--- src/rtl/acia_rx_fifo_if.sv ---
// Bus between the serial receiver / ACIA register logic (master) and the
// receive FIFO (slave). No backpressure exists: rx_stb and rd are one-cycle
// requests with no ready; the FIFO reports acceptance only through its flags.
interface acia_rx_fifo_if #(
   parameter int DEPTH = 16
);
   localparam int AW = $clog2(DEPTH);

   logic [7:0]  rx_dat;
   logic        rx_stb;
   logic        rx_err;
   logic        rd;
   logic        flush;
   logic        clr_ovr;
   logic [7:0]  dout;
   logic        dout_err;
   logic        empty;
   logic        full;
   logic        half;
   logic [AW:0] count;
   logic        ovr;

   modport master (
      output rx_dat, rx_stb, rx_err, rd, flush, clr_ovr,
      input  dout, dout_err, empty, full, half, count, ovr
   );

   modport slave (
      input  rx_dat, rx_stb, rx_err, rd, flush, clr_ovr,
      output dout, dout_err, empty, full, half, count, ovr
   );
endinterface

--- src/rtl/acia_rx_fifo.sv ---
// First-word-fall-through receive buffer for the ACIA: stores {err, byte}
// per received character and exposes the oldest one combinationally.
module acia_rx_fifo #(
   parameter int DEPTH = 16
) (
   input logic          clk,
   input logic          rst,
   acia_rx_fifo_if.slave bus
);
   localparam int AW = $clog2(DEPTH);
   localparam logic [AW:0] FULL_CNT = (AW+1)'(DEPTH);
   localparam logic [AW:0] HALF_CNT = (AW+1)'(DEPTH / 2);

   logic [8:0]    mem_q [DEPTH];
   logic [AW-1:0] wp_q, wp_d;
   logic [AW-1:0] rp_q, rp_d;
   logic [AW:0]   count_q, count_d;
   logic          ovr_q, ovr_d;
   logic          empty, full;
   logic          push, pop, drop;

   assign empty = (count_q == '0);
   assign full  = (count_q == FULL_CNT);

   // A full buffer still accepts a byte when a read frees a slot in the
   // same cycle; an empty buffer ignores rd because nothing was visible.
   assign push = bus.rx_stb & (~full | bus.rd);
   assign pop  = bus.rd & ~empty;
   assign drop = bus.rx_stb & full & ~bus.rd;

   always_comb begin
      wp_d    = wp_q;
      rp_d    = rp_q;
      count_d = count_q;
      ovr_d   = ovr_q;
      if (bus.flush) begin
         wp_d    = '0;
         rp_d    = '0;
         count_d = '0;
         ovr_d   = 1'b0;
      end else begin
         if (push) wp_d = wp_q + AW'(1);
         if (pop)  rp_d = rp_q + AW'(1);
         if (push && !pop)      count_d = count_q + (AW+1)'(1);
         else if (pop && !push) count_d = count_q - (AW+1)'(1);
         if (drop)             ovr_d = 1'b1;
         else if (bus.clr_ovr) ovr_d = 1'b0;
      end
   end

   always_ff @(posedge clk or posedge rst) begin
      if (rst) begin
         wp_q    <= '0;
         rp_q    <= '0;
         count_q <= '0;
         ovr_q   <= 1'b0;
      end else begin
         wp_q    <= wp_d;
         rp_q    <= rp_d;
         count_q <= count_d;
         ovr_q   <= ovr_d;
      end
   end

   // Storage carries no reset; validity is tracked solely by count_q.
   always_ff @(posedge clk) begin
      if (push && !bus.flush) mem_q[wp_q] <= {bus.rx_err, bus.rx_dat};
   end

   assign bus.dout     = empty ? 8'h00 : mem_q[rp_q][7:0];
   assign bus.dout_err = empty ? 1'b0  : mem_q[rp_q][8];
   assign bus.empty    = empty;
   assign bus.full     = full;
   assign bus.half     = (count_q >= HALF_CNT);
   assign bus.count    = count_q;
   assign bus.ovr      = ovr_q;
endmodule

--- src/flat_wrapper.sv ---
// flat-port wrapper written by rule: the top's interface ports become plain ports
module acia_rx_fifo_flat 
#(
   parameter int DEPTH = 16
)
  (clk, rst, bus_rx_dat, bus_rx_stb, bus_rx_err, bus_rd, bus_flush, bus_clr_ovr, bus_dout, bus_dout_err, bus_empty, bus_full, bus_half, bus_count, bus_ovr);
  acia_rx_fifo_if #(.DEPTH(DEPTH)) bus_i ();
  input logic clk;
  input logic rst;
  input wire logic [$bits(bus_i.rx_dat)-1:0] bus_rx_dat;
  input wire logic [$bits(bus_i.rx_stb)-1:0] bus_rx_stb;
  input wire logic [$bits(bus_i.rx_err)-1:0] bus_rx_err;
  input wire logic [$bits(bus_i.rd)-1:0] bus_rd;
  input wire logic [$bits(bus_i.flush)-1:0] bus_flush;
  input wire logic [$bits(bus_i.clr_ovr)-1:0] bus_clr_ovr;
  output wire logic [$bits(bus_i.dout)-1:0] bus_dout;
  output wire logic [$bits(bus_i.dout_err)-1:0] bus_dout_err;
  output wire logic [$bits(bus_i.empty)-1:0] bus_empty;
  output wire logic [$bits(bus_i.full)-1:0] bus_full;
  output wire logic [$bits(bus_i.half)-1:0] bus_half;
  output wire logic [$bits(bus_i.count)-1:0] bus_count;
  output wire logic [$bits(bus_i.ovr)-1:0] bus_ovr;
  assign bus_i.rx_dat = bus_rx_dat;
  assign bus_i.rx_stb = bus_rx_stb;
  assign bus_i.rx_err = bus_rx_err;
  assign bus_i.rd = bus_rd;
  assign bus_i.flush = bus_flush;
  assign bus_i.clr_ovr = bus_clr_ovr;
  assign bus_dout = bus_i.dout;
  assign bus_dout_err = bus_i.dout_err;
  assign bus_empty = bus_i.empty;
  assign bus_full = bus_i.full;
  assign bus_half = bus_i.half;
  assign bus_count = bus_i.count;
  assign bus_ovr = bus_i.ovr;
  acia_rx_fifo #(.DEPTH(DEPTH)) u_core (.clk(clk), .rst(rst), .bus(bus_i));
endmodule
--- config.mk ---
export PLATFORM = sky130hd
export DESIGN_NAME = acia_rx_fifo_flat
export DESIGN_NICKNAME = d
export VERILOG_FILES = /design/src/rtl/acia_rx_fifo_if.sv /design/src/rtl/acia_rx_fifo.sv /design/src/flat_wrapper.sv
export SDC_FILE = /design/constraint.sdc
export NUM_CORES = 1
export LEC_CHECK = 0
export ABC_AREA = 0
export BUFFER_PORTS_ARGS = -buffer_cell sky130_fd_sc_hd__buf_2
export CAP_MARGIN = 5
export CELL_PAD_IN_SITES_DETAIL_PLACEMENT = 0
export CELL_PAD_IN_SITES_GLOBAL_PLACEMENT = 1
export CORE_MARGIN = 10
export CORE_UTILIZATION = 56
export CTS_BUF_LIST = sky130_fd_sc_hd__clkbuf_2 sky130_fd_sc_hd__clkbuf_4 sky130_fd_sc_hd__clkbuf_8
export DETAILED_ROUTE_END_ITERATION = 8
export PLACE_DENSITY = 0.87
export SLEW_MARGIN = 20
export SYNTH_ARGS = -nofsm -noshare
export SYNTH_HDL_FRONTEND = slang
export SYNTH_SLANG_ARGS = --single-unit
--- constraint.sdc ---
create_clock -name clk -period 3.3 [get_ports clk]
set_clock_uncertainty 0.2 [all_clocks]
set_input_delay 0.33 -clock clk [delete_from_list [all_inputs] [get_ports clk]]
set_output_delay 0.33 -clock clk [all_outputs]
set_load 0.03 [all_outputs]
# [Word-level counts from Yosys, hierarchy flattened]
# Memory sizes are Yosys's and may differ from the RTL's.
# Index checks and enable logic that the tools add are counted.
[totals] register_bits=14 ram_bits=144 inputBits=15 elab_cells=44 n_memories=1 out_inout_bits=18
[memory_table] name="u_core.mem_q" words=16 word_bits=9 rd=1 rd_clocked_by_memory_dff=0 wr=1 line_no="acia_rx_fifo.sv:14" text="logic [8:0] mem_q [DEPTH];"
[op_classes] magnitude_cmp=1 addsub=4 n_reduce_logical=11 bitwise_logic=8 n_eq_ne=1 n_mux=14
[op_table] operator="$mux W4" n=4
[op_table] operator="$mux W5" n=3
[op_table] operator="$add A4 B1 Y4 const B" n=2
[op_table] operator="$mux W8" n=1
[op_table] operator="$mux W1" n=6
[op_table] operator="$reduce_bool A3 Y1" n=2
[op_table] operator="$add A5 B1 Y5 const B" n=1
[op_table] operator="$eq A5 B5 Y1 const B" n=1
[op_table] operator="$ge A5 B4 Y1 const B" n=1
[op_table] operator="$logic_not A5 Y1" n=1
[op_table] operator="$sub A5 B1 Y5 const B" n=1
[op_table] operator="$and A1 B1 Y1" n=4
[op_table] operator="$reduce_bool A2 Y1" n=2
[op_table] operator="$logic_and A1 B1 Y1" n=3
[op_table] operator="$logic_not A1 Y1" n=3
[op_table] operator="$not A1 Y1" n=3
[op_table] operator="$or A1 B1 Y1" n=1

# [Depth between registers and ports, before layout]
# Gate-level depths: netlist of run 1.
[logic_depth] depth_word=9 mapped_depth=7 mapped_depth_nobuf=7

# [Worst setup path before layout of run 1]
# Ideal clock, no wire load.
[synth_path] path_type="reg2reg" from="reg u_core.count_q[0], in the netlist u_core.bus.count[0]" to="reg u_core.count_q[4], in the netlist u_core.bus.count[4]" required_time_ns=2.963 synth_period_minus_slack_ns=2.832 path_stages_with_launch=8 n_path_buf=0 arrival_ns=2.495 path_slack_ns=0.468 path_cell_list="dfrtp_1 > nor4_2 > mux2i_1 > ha_1 > a211o_1 > o21a_1 > o211ai_1 > a31oi_1"
[synth_via] elab_chain_len=7 elab_cells_between_ends=17 classes_between="add/sub (2); eq/ne (1); mux (3); bitwise (5); reduce/logical (6)"
[synth_rtl] item="from (decl)" line_no="acia_rx_fifo.sv:17" text="logic [AW:0] count_q, count_d;"
[synth_rtl] item="from (signal assigned)" line_no="acia_rx_fifo.sv:60" text="count_q <= count_d;"
[synth_rtl] item="branches (longest 7 deep; another with $sub A5 B1 Y5)"
# Several ways; the timed one is not identified. The select of a mux whose other input is x is not followed.
# A chain may end at the register's enable or synchronous reset.

# [Worst setup path in the final report of run 1]
[layout_path] from="reg u_core.rp_q[0]" to="out bus_dout[1]"
[layout_via] elab_chain_len=2
[layout_rtl] item="from (decl)" line_no="acia_rx_fifo.sv:16" text="logic [AW-1:0] rp_q, rp_d;"
[layout_rtl] item="from (signal assigned)" line_no="acia_rx_fifo.sv:59" text="rp_q <= rp_d;"
[layout_rtl] item="$mem_v2 Z16 W9"
[layout_rtl] item="$mux W8" line_no="acia_rx_fifo.sv:70" text="assign bus.dout = empty ? 8'h00 : mem_q[rp_q][7:0];"
[layout_rtl] item="to (decl)" line_no="flat_wrapper.sv:16" text="output wire logic [$bits(bus_i.dout)-1:0] bus_dout;"
# Every way passes these cells.

==> run_results.csv, run 1 <==
group,metric,value,unit
cts,cts_inserted_buffers,17,
global_route,grt_max_degree,40,
drt,wl_met3,912,um
hold_path,min-delay-path-class,"input pin to flop",
sta,worst-slew-pin-transition,781.5,ps
placed_design,post-place-ws,317.2,ps
sta,report.final.hold_viol_count,0,
drt,totalWireLength,12990,um
drt,dr_wl_met2,6596,um
cts,clk_pin_slew,80,ps
power,power.density_cell_area,709.8,nW/um2
logic_synthesis,syn_nets,356,
setup_path,worst_ep_required_time,2770,ps
setup_path,timing.reg2reg.setup_slack,300,ps
global_route,grt_util_all_layers,16.31,%
setup_path,crit-reg2reg-capture,"u_core.bus.count[4]",
cells_and_area,num_antenna_cells,0,
cells_and_area,areaGrowthSynthToFinish,13.00,%
sta,unrepaired_setup_endpoints_after_global_routing,"false",
global_route,grt_pass1_vias,3401,
floorplan,chipHeight,128.7,um
cts,cts_num_sinks,158,
power,power_leakage,2.518,nW
drt,vias_per_cell,6.188,
cells_and_area,layout_commonest_cell,"sky130_fd_sc_hd__edfxtp_1",
logic_synthesis,netlist_instances,331,
setup_path,critical_path.startpoint,"u_core.rp_q[0]",
cells_and_area,final_cell_area,7472,um2
power,ir_drop,0.0005624,V
sta,timing.max_slew.rel_slack,46.41,%
logic_synthesis,synth_unique_cells,43,
setup_path,worstPathBufferInverterCount,2,
setup_path,endpoint_kind,"primary output",
cts,postCtsSetupRepairBufs,0,
hold_path,timing.hold.worst_endpoint,"u_core.bus.count[4]",
drt,routed_wl_per_cell,23.96,um
floorplan,die_w,128.7,um
drt,top_layer_used,"met4",
cells_and_area,fraction_of_final_layout_cells_sized_beyond_drive_strength_1,34.09,%
drt,route.detailed.drc,0,
setup_path,startpoint_type,"flop",
logic_synthesis,yosys_warnings,0,
cells_and_area,finalNetCount,411,
setup_path,ff2ff_path_depth,7,
sta,final_min_period_over_clock_period,93.92,%
drt,first_iter_violations,381,
floorplan,fp-row-count,39,
placed_design,routabilityCongestion,0.8059,
sta,setup-violations-final,0,
drt,via_count,3354,
drt,drt_first_pass_iters,6,
setup_path,startpoint_of_the_lowest_slack_register_to_register_path,"u_core.bus.count[0]",
logic_synthesis,netlist_area,6613,um2
flow_run,max_capacitance_violation_total,0,
logic_synthesis,synth_seq_area_share,70.69,%
logic_synthesis,postSynthRegisterBits,158,
cts,insertion_delay_to_the_later_sink_of_the_worst_skew_pair,440,ps
sta,max_freq,0.3226,GHz
cells_and_area,layout.core_utilization,65.16,%
setup_path,worst_path_fanout_max,19,
logic_synthesis,postSynthAreaPerCell,19.98,um2
sta,final-max-slew-violation-count,0,
cts,root_buffer,"sky130_fd_sc_hd__clkbuf_8",
outcome,run_status,"complete, no violations",
cells_and_area,layout_common_cells,"144 x sky130_fd_sc_hd__edfxtp_1, 37 x sky130_fd_sc_hd__mux4_2, 32 x sky130_fd_sc_hd__buf_2",
sta,aggregate_negative_setup_slack,0,ps
drt,wl_met1,5304,um
drt,route.antenna.remaining_nets,0,
placed_design,dp_area,7041,um2
cts,cts_tree,"done",
sta,fin_ws,200.7,ps
placed_design,place.detailed.hpwl,8314,um
hold_path,timing.hold.worst.start,"bus_rx_stb",
floorplan,io_pins,33,
setup_path,critical_path_class,"flop to primary output",
floorplan,start_util,57.67,%
setup_path,timing.critical_path.max_delay_family,"multiplexers",
sta,timing.final.crit_period,3099,ps
setup_path,crit_chain,"buf_4, mux4_1, mux4_2, nor2b_1, buf_2",
global_route,grt_first_pass_wirelength,19910,um
setup_path,worstPathArrival,2570,ps
floorplan,placeableCoreArea,11470,um2
cts,max-clock-path-buffers,2,
placed_design,numPortBuffers,32,
global_route,grt_antenna_before_repair,0,
setup_path,critical_path.slowest_cell,"sky130_fd_sc_hd__mux4_1",
floorplan,design.die.area,16550,um2
hold_path,holdPathStages,3,
cts,ctsHtreeMaxLevel,4,
setup_path,crit_path_max_incr_delay,610,ps
global_route,grt_overflow,0,
[report_power, final]
group | switching (mW) | total, mW | internal, mW
clock network | 0.686 | 1.44 | 0.754
logic | 0.873 | 1.57 | 0.696
registers | 0.0551 | 2.29 | 2.24
[registers in the layout (all words and copies together), names as in the netlist]
register,cells
u_core.mem_q,144
u_core.bus.count,5
u_core.rp_q,4
u_core.wp_q,4
u_core.bus.ovr,1
[layout make-up]
cell class                      count  area [um2]
Inverter                            6       22.52
Clock buffer                       18       241.5
Multi-Input combinational cell    149        1841
Fill cell                         752        3995
Tap cell                          143       178.9
Timing Repair Buffer               54       342.8
Sequential cell                   158        4676
Clock inverter                     14       170.2
[stage by stage]
| stage | power, mW | hold slack (ps) | cells |
|---|---|---|---|
| 2_1_floorplan | 3.584 | 19.22 | 331 |
| 6_report | 5.304 | 32.75 | 542 |
| 3_5_place_dp | 3.935 | 213.3 | 508 |
| 5_1_grt | 5.549 | 33.76 | 542 |
| 4_1_cts | 5.355 | 11.13 | 542 |
| 3_3_place_gp | 3.904 | 211.8 | 508 |
[synthesized netlist by cell type (all sizes together)]
cell type / number / area (um2)
o21a: 1 / 7.510
fa: 1 / 20.02
mux2i: 4 / 40.04
dfrtp: 14 / 350.3
or3: 1 / 6.260
o41ai: 1 / 16.27
mux4: 45 / 1044
o211ai: 5 / 37.54
a31oi: 1 / 6.260
clkbuf: 9 / 33.78
o22a: 1 / 8.760
nand2: 5 / 18.77
edfxtp: 144 / 4324
nand4b: 3 / 26.28
nor2b: 12 / 82.58
buf: 9 / 78.83
nor3: 8 / 40.04
nor4: 6 / 43.79
or4: 1 / 7.510
o21ai: 4 / 31.28
nor4b: 2 / 17.52
a21oi: 3 / 15.01
xor2: 5 / 43.79
and2: 5 / 31.28
a211o: 1 / 8.760
a211oi: 1 / 7.510
o21bai: 1 / 11.26
and3: 2 / 12.51
nand2b: 4 / 25.02
or2: 3 / 18.77
inv: 6 / 22.52
nand3: 2 / 10.01
xnor2: 1 / 8.760
ha: 9 / 112.6
nor2: 11 / 43.80
[worst max path at each step]
stage                          endpoint  cells past startpoint
floorplan           u_core.bus.count[4]                      7
global placement    u_core.bus.count[4]                      7
detailed placement  u_core.bus.count[4]                      7
CTS                         bus_dout[4]                      5
global route                bus_dout[4]                      5
finish                      bus_dout[1]                      5
[worst register-to-register path: cells and delay by family (launching register included)]
kind | cells | cell delay, ps
flops | 1 | 470
compound gates | 4 | 680
fa+ha+maj | 1 | 370
mux | 1 | 720
simple gates | 1 | 440
[routing by layer]
metal / vias to the layer above / track usage (%)
li1: 1464 / -
met1: 1746 / 21.54
met2: 125 / 26.07
met3: 19 / 4.517
met4: 0 / 4.715
met5: - / 0
[logic make-up (layout without fill, tap and decap cells)]
group / Yosys count / after routing / share of synthesized area [%]
AO/OA/AOI/OAI: 19 / 19 / 2.271
buffers and inverters: 24 / 92 / 2.044
multiplexers: 49 / 49 / 16.39
adder cells (fa/ha/maj): 10 / 10 / 2.006
AND/OR/NAND/NOR: 65 / 65 / 5.809
flip-flops: 158 / 158 / 70.69
XOR/XNOR: 6 / 6 / 0.7947
[repair_timing]
action | CTS | global route
hold endpoints to repair | 15 | 0
gates resized for setup | 0 | 0
hold buffers | 2 | 0
(Power assumes the default switching activity.)
==> inputs of run 2 (changes only) <==
Settings changed: ABC_AREA 0 to 1, CORE_ASPECT_RATIO set to 0.7, CORE_UTILIZATION 56 to 51.
==> run 2 against run 1 <==
Effect of this change:
- sequential power about the same
- sequential cell count unchanged
- critical endpoint is now bus_dout[5]
- register-to-register slack improved by 490 ps
- synthesized area increased by 4.1%
- die area increased by 12%
- worst hold slack improved by 23 ps
- global-route usage increased by 1.7 points
- power decreased by 5.1%
- routed wire length increased by 25%
- design area increased by 2.0%
==> run_results.csv, run 2 <==
group,metric,value,unit
outcome,run_status,"complete, no violations",
cts,cts_tree,"done",
setup_path,crit-reg2reg-capture,"u_core.bus.count[4]",
logic_synthesis,async_flop_share,8.861,%
placed_design,numPortBuffers,32,
cts,cts_num_sinks,158,
setup_path,ff2ff_path_depth,11,
setup_path,worst_path_fanout_max,49,
setup_path,startpoint_type,"flop",
global_route,grt_antenna_before_repair,0,
logic_synthesis,netlist.top_cell.by_area,"sky130_fd_sc_hd__edfxtp_1",
cts,root_buffer,"sky130_fd_sc_hd__clkbuf_8",
floorplan,design.die.area,18620,um2
global_route,grt_overflow,0,
drt,routed_wl_per_cell,18.80,um
hold_path,timing.hold.worst_endpoint,"u_core.bus.count[0]",
cts,hold_buffers,3,
logic_synthesis,postSynthAreaPerCell,11.05,um2
placed_design,routabilityCongestion,0.8263,
power,post-layout-total-power,5.034,mW
global_route,grt_pass1_vias,4453,
logic_synthesis,synth_seq_area_share,67.89,%
cts,cts_inserted_buffers,17,
power,netSwitchingPower,1.685,mW
setup_path,timing.reg2reg.setup_slack,790,ps
cells_and_area,final_cell_area,7624,um2
cells_and_area,layout_commonest_cell,"sky130_fd_sc_hd__nand2_1",
setup_path,crit_path_max_incr_delay,720,ps
floorplan,die_w,158.9,um
power,power_leakage,2.962,nW
global_route,grt_first_pass_wirelength,25460,um
setup_path,worst_ep_required_time,2770,ps
setup_path,endpoint_kind,"primary output",
setup_path,critical_path_class,"flop to primary output",
logic_synthesis,synthTopCellsByCount,"216 x sky130_fd_sc_hd__nand2_1, 144 x sky130_fd_sc_hd__edfxtp_1, 126 x sky130_fd_sc_hd__nand3_1",
drt,via_count,4672,
cells_and_area,num_antenna_cells,0,
sta,timing.final.crit_period,3067,ps
logic_synthesis,synth.top_cell.area_share,62.80,%
logic_synthesis,netlist_instances,623,
floorplan,chipHeight,117.2,um
cells_and_area,areaGrowthSynthToFinish,10.72,%
sta,aggregate_negative_setup_slack,0,ps
sta,setup-violations-final,0,
logic_synthesis,yosys_warnings,0,
placed_design,placedCellCount,830,
logic_synthesis,syn_nets,648,
sta,final_min_period_over_clock_period,92.94,%
cts,max-clock-path-buffers,2,
drt,drt_first_pass_iters,7,
cells_and_area,finalNetCount,692,
placed_design,dp_area,7222,um2
setup_path,crit_chain,"buf_12, nand2_1, nand3_1, nand3_1, nand2_1, nand2_1, a21oi_1, buf_2",
hold_path,holdPathStages,4,
sta,final-max-slew-violation-count,0,
logic_synthesis,post-synth-top-count-cell,"sky130_fd_sc_hd__nand2_1",
logic_synthesis,synth_flop_cell,"sky130_fd_sc_hd__edfxtp_1",
flow_run,max_capacitance_violation_total,0,
global_route,grt_max_degree,54,
global_route,grt_util_all_layers,17.96,%
cts,postCtsSetupRepairBufs,0,
power,ir_drop,0.0002776,V
power,p_comb_share,27.0,%
cells_and_area,registers.top_by_ff_count,"u_core.mem_q",
drt,route.antenna.remaining_nets,0,
setup_path,worstPathArrival,2540,ps
hold_path,timing.hold.worst.start,"bus_flush",
cells_and_area,layout.core_utilization,57.84,%
drt,route.detailed.drc,0,
cts,clk_pin_slew,80,ps
cells_and_area,fraction_of_final_layout_cells_sized_beyond_drive_strength_1,13.99,%
power,share_clk_of_total_power,27.1,%
drt,totalWireLength,16250,um
cts,post_cts_resize_count,0,
sta,worst-slew-pin-transition,738.5,ps
power,p_sw_share,33.47,%
setup_path,critical_path.slowest_cell,"sky130_fd_sc_hd__dfrtp_2",
cts,insertion_delay_to_the_later_sink_of_the_worst_skew_pair,440,ps
placed_design,place.detailed.hpwl,10260,um
cells_and_area,finish.cell_count_without_fillers,864,
hold_path,min-delay-path-class,"input pin to flop",
logic_synthesis,synth_unique_cells,27,
floorplan,fp-row-count,35,
logic_synthesis,netlist_area,6885,um2
cells_and_area,largest_register_ff_count,144,
floorplan,start_util,52.24,%
power,power.density_cell_area,660.4,nW/um2
drt,vias_per_cell,5.407,
power,power_share_of_the_sequential_group,45.9,%
logic_synthesis,post_synth_edffs,144,
setup_path,critical_path.most_common_cell,"sky130_fd_sc_hd__nand2_1",
sta,timing.max_slew.rel_slack,50.70,%
sta,report.final.hold_viol_count,0,
logic_synthesis,synth_top_cells_by_area,"sky130_fd_sc_hd__edfxtp_1 63%, sky130_fd_sc_hd__nand2_1 12%, sky130_fd_sc_hd__nand3_1 9.2%",
sta,max_freq,0.3261,GHz
logic_synthesis,postSynthRegisterBits,158,
floorplan,placeableCoreArea,13180,um2
cts,ctsHtreeMaxLevel,4,
sta,unrepaired_setup_endpoints_after_global_routing,"false",
floorplan,io_pins,33,
setup_path,critical_path.startpoint,"u_core.rp_q[0]",
cells_and_area,layout_common_cells,"216 x sky130_fd_sc_hd__nand2_1, 144 x sky130_fd_sc_hd__edfxtp_1, 126 x sky130_fd_sc_hd__nand3_1",
power,power.internal,3.349,mW
drt,first_iter_violations,509,
setup_path,startpoint_of_the_lowest_slack_register_to_register_path,"u_core.bus.count[1]",
[run 2: cell types whose count changed in the layout (fill, tap and decap cells not counted), sizes merged, moves of 6 or more]
cell	before	now
mux4	45	0
nor3	8	1
nand3	2	128
nor2b	12	0
nand2	5	218
nor2	11	29
nor4	6	0
inv	6	19
a21oi	3	13
[run 2: final cells by class]
cell class / instances / area, um2
Fill cell: 1079 / 5558
Inverter: 21 / 78.83
Timing Repair Buffer: 56 / 372.9
Clock buffer: 23 / 279.0
Multi-Input combinational cell: 413 / 1893
Clock inverter: 8 / 92.59
Sequential cell: 158 / 4676
Tap cell: 185 / 231.5
[run 2: kinds of logic after synthesis]
kind of cell / Yosys count / share of synthesized area (%)
buffers and inverters: 52 / 4.615
adders and majority gates: 10 / 1.926
and+or+nand+nor: 380 / 23.73
AOI/OAI and AO/OA: 20 / 1.454
xor gates and xnor gates: 3 / 0.3817
DFF: 158 / 67.89
[run 2: metrics by stage]
stage          setup WS, ps  hold slack, ps
2_1_floorplan          1012           19.22
3_3_place_gp          798.9           233.9
3_5_place_dp          769.1           230.8
4_1_cts               285.5           32.71
5_1_grt               95.99           56.81
6_report              233.1           55.41
[run 2: per-layer routing]
| layer | track usage [%] | vias up | share of wire (%) |
|---|---|---|---|
| met3 | 4.717 | 26 | 9.1 |
| met1 | 25.04 | 2222 | 45 |
| met4 | 4.923 | 0 | 1.4 |
| li1 | - | 2230 | - |
| met5 | 0 | - | 0 |
| met2 | 27.40 | 194 | 44 |
[run 2: worst max-delay path by stage]
stage	endpoint	slack (ps)
after global routing	bus_dout[4]	100
after detailed placement	bus_dout[5]	770
after floorplan	bus_dout[0]	1010
final	bus_dout[5]	230
after CTS	bus_dout[5]	290
after global placement	bus_dout[5]	800
[run 2: power groups by stage]
stage | combinational [mW] | clock (mW) | sequential (mW)
floorplan | 1.02 | 0 | 2.37
global placement | 1.32 | 0 | 2.35
detailed placement | 1.35 | 0 | 2.36
CTS | 1.36 | 1.39 | 2.31
global route | 1.51 | 1.48 | 2.32
finish | 1.36 | 1.36 | 2.31
[run 2: critical path, delay by kind of cell, from the launching register on]
| kind | cells | cell delay (ps) |
|---|---|---|
| and+or+nand+nor | 5 | 480 |
| DFF | 1 | 720 |
| AOI/OAI and AO/OA | 1 | 280 |
| buffers and inverters | 2 | 560 |
==> inputs of run 3 (changes only) <==
Settings changed: ABC_AREA 1 to not set, CORE_UTILIZATION 51 to 56.
==> run 3 against run 2 <==
Effect of this change:
- power is 4.9% higher
- core utilization is 6.6 points higher
- non-clock buffer count is 1 higher
- combinational power is 21% higher
- design area is 1.6% lower
- global-route usage is 0.70 points lower
- maximum frequency is 3.2% lower
- clock power is 4% lower
- sequential power hardly changed
- critical path type unchanged
- first-iteration DRC count is 46% lower
- cell count is 35% lower
- routed wire length is 15% lower
- largest power group unchanged
==> run_results.csv, run 3 (same netlist as run 1, synthesis figures left out) <==
group,metric,value,unit
floorplan,io_pins,33,
hold_path,min-delay-path-class,"input pin to flop",
sta,unrepaired_setup_endpoints_after_global_routing,"false",
placed_design,routabilityCongestion,0.8038,
cts,insertion_delay_to_the_later_sink_of_the_worst_skew_pair,440,ps
global_route,grt_overflow,0,
drt,first_iter_violations,275,
drt,totalWireLength,13830,um
sta,aggregate_negative_setup_slack,0,ps
power,power_leakage,2.515,nW
drt,route.detailed.drc,0,
cts,clk_pin_slew,90,ps
setup_path,critical_path_class,"flop to primary output",
sta,final-max-slew-violation-count,0,
cts,root_buffer,"sky130_fd_sc_hd__clkbuf_8",
cells_and_area,registers.top_by_ff_count,"u_core.mem_q",
cts,cts_tree,"done",
cts,max-clock-path-buffers,2,
global_route,grt_first_pass_wirelength,21150,um
setup_path,worstPathArrival,2640,ps
cts,ctsHtreeMaxLevel,4,
floorplan,die_w,149.9,um
cells_and_area,final.fill_count,826,
setup_path,startpoint_type,"flop",
global_route,grt_antenna_before_repair,3,
sta,final_min_period_over_clock_period,96.02,%
drt,via_count,3381,
sta,max_freq,0.3156,GHz
sta,timing.max_slew.rel_slack,30.84,%
power,power.density_cell_area,704.3,nW/um2
floorplan,design.die.area,16620,um2
placed_design,dp_area,7082,um2
cells_and_area,largest_register_ff_count,144,
drt,vias_per_cell,6.048,
cts,cts_inserted_buffers,17,
cells_and_area,fraction_of_final_layout_cells_sized_beyond_drive_strength_1,34.83,%
drt,drt_first_pass_iters,5,
setup_path,endpoint_kind,"primary output",
cells_and_area,areaGrowthSynthToFinish,13.43,%
floorplan,chipHeight,110.9,um
cells_and_area,num_antenna_cells,0,
setup_path,worst_ep_required_time,2770,ps
cells_and_area,layout_common_cells,"144 x sky130_fd_sc_hd__edfxtp_1, 37 x sky130_fd_sc_hd__mux4_2, 32 x sky130_fd_sc_hd__buf_2",
cts,cts_num_sinks,158,
placed_design,numPortBuffers,32,
sta,timing.final.crit_period,3169,ps
floorplan,fp-row-count,33,
floorplan,start_util,56.79,%
placed_design,place.detailed.hpwl,8500,um
cells_and_area,ff_latch_area,4678,um2
sta,worst-slew-pin-transition,1030,ps
drt,route.antenna.remaining_nets,0,
cells_and_area,final_cell_area,7501,um2
setup_path,worst_path_fanout_max,11,
drt,routed_wl_per_cell,24.75,um
cells_and_area,layout.core_utilization,64.42,%
global_route,grt_max_degree,24,
flow_run,max_capacitance_violation_total,0,
power,ir_drop,0.0004011,V
sta,setup-violations-final,0,
sta,report.final.hold_viol_count,0,
global_route,grt_pass1_vias,3389,
cells_and_area,layout_commonest_cell,"sky130_fd_sc_hd__edfxtp_1",
outcome,run_status,"complete, no violations",
global_route,grt_util_all_layers,17.27,%
cells_and_area,multi_input_gate_area,1867,um2
floorplan,placeableCoreArea,11640,um2
cells_and_area,finalNetCount,414,
-- run 3: changes by cell type in the layout (fill, tap and decap cells not counted), sizes merged, moves of 12 or more --
cell / change
nor2: -18
nand3: -126
inv: -13
nor2b: +12
nand2: -213
mux4: +45
-- run 3: critical path, cell delays in order, from the launching register on --
cell and delay, ps:
sky130_fd_sc_hd__dfrtp_1 690, sky130_fd_sc_hd__buf_4 320, sky130_fd_sc_hd__mux4_2 360, sky130_fd_sc_hd__mux4_2 480
sky130_fd_sc_hd__nor2b_1 140, sky130_fd_sc_hd__buf_2 200
-- run 3: layout make-up --
| class | instances | area share (%) |
|---|---|---|
| clock inverter | 15 | 1.668 |
| clock buffer | 17 | 3.119 |
| tap | 157 | 2.619 |
| inverter | 6 | 0.3003 |
| multi-input combinational | 149 | 24.89 |
| sequential | 158 | 62.37 |
| timing repair buffer | 57 | 5.038 |
-- run 3: final timing paths --
path	from	to	slack, ps	cells after the start
max	u_core.rp_q[1]	bus_dout[7]	130	5
min	bus_rx_stb	u_core.bus.count[4]	30	3
max reg2reg	u_core.bus.count[0]	u_core.bus.count[4]	190	7
min reg2reg	u_core.bus.count[2]	u_core.bus.count[2]	430	2
max in group asynchronous	rst	u_core.rp_q[0]	2150	3
min in group asynchronous	rst	u_core.bus.count[3]	300	3
-- run 3: what timing repair did --
action | in CTS | in global routing
resized for setup | 1 | 0
hold endpoints to repair | 15 | 0
setup endpoints to repair | 2 | 3
setup buffers | 0 | 5
hold buffers | 2 | 0
-- run 3: per-stage QoR --
| stage | hold WS [ps] | setup WS [ps] | power [mW] | instances |
|---|---|---|---|---|
| after floorplan | 19.22 | 468.0 | 3.584 | 331 |
| final | 31.21 | 131.4 | 5.283 | 559 |
| after detailed placement | 223.7 | 253.4 | 3.981 | 520 |
| after global routing | 18.34 | 53.12 | 5.530 | 559 |
| after CTS | 7.154 | 50.55 | 5.274 | 554 |
| after global placement | 210.5 | 402.8 | 3.938 | 520 |
-- run 3: metal layers --
layer / GRT usage, % / vias to the layer above / routed length, um
met4: 4.910 / 2 / 183
li1: - / 1473 / -
met2: 24.62 / 153 / 6504
met5: 0 / - / 11
met1: 25.32 / 1734 / 5952
met3: 4.935 / 19 / 1181
-- run 3: where the power goes --
group | internal, mW | switching, mW
Clock | 0.589 | 0.712
Combinational | 0.751 | 0.887
Sequential | 2.24 | 0.102
Total | 3.58 | 1.70
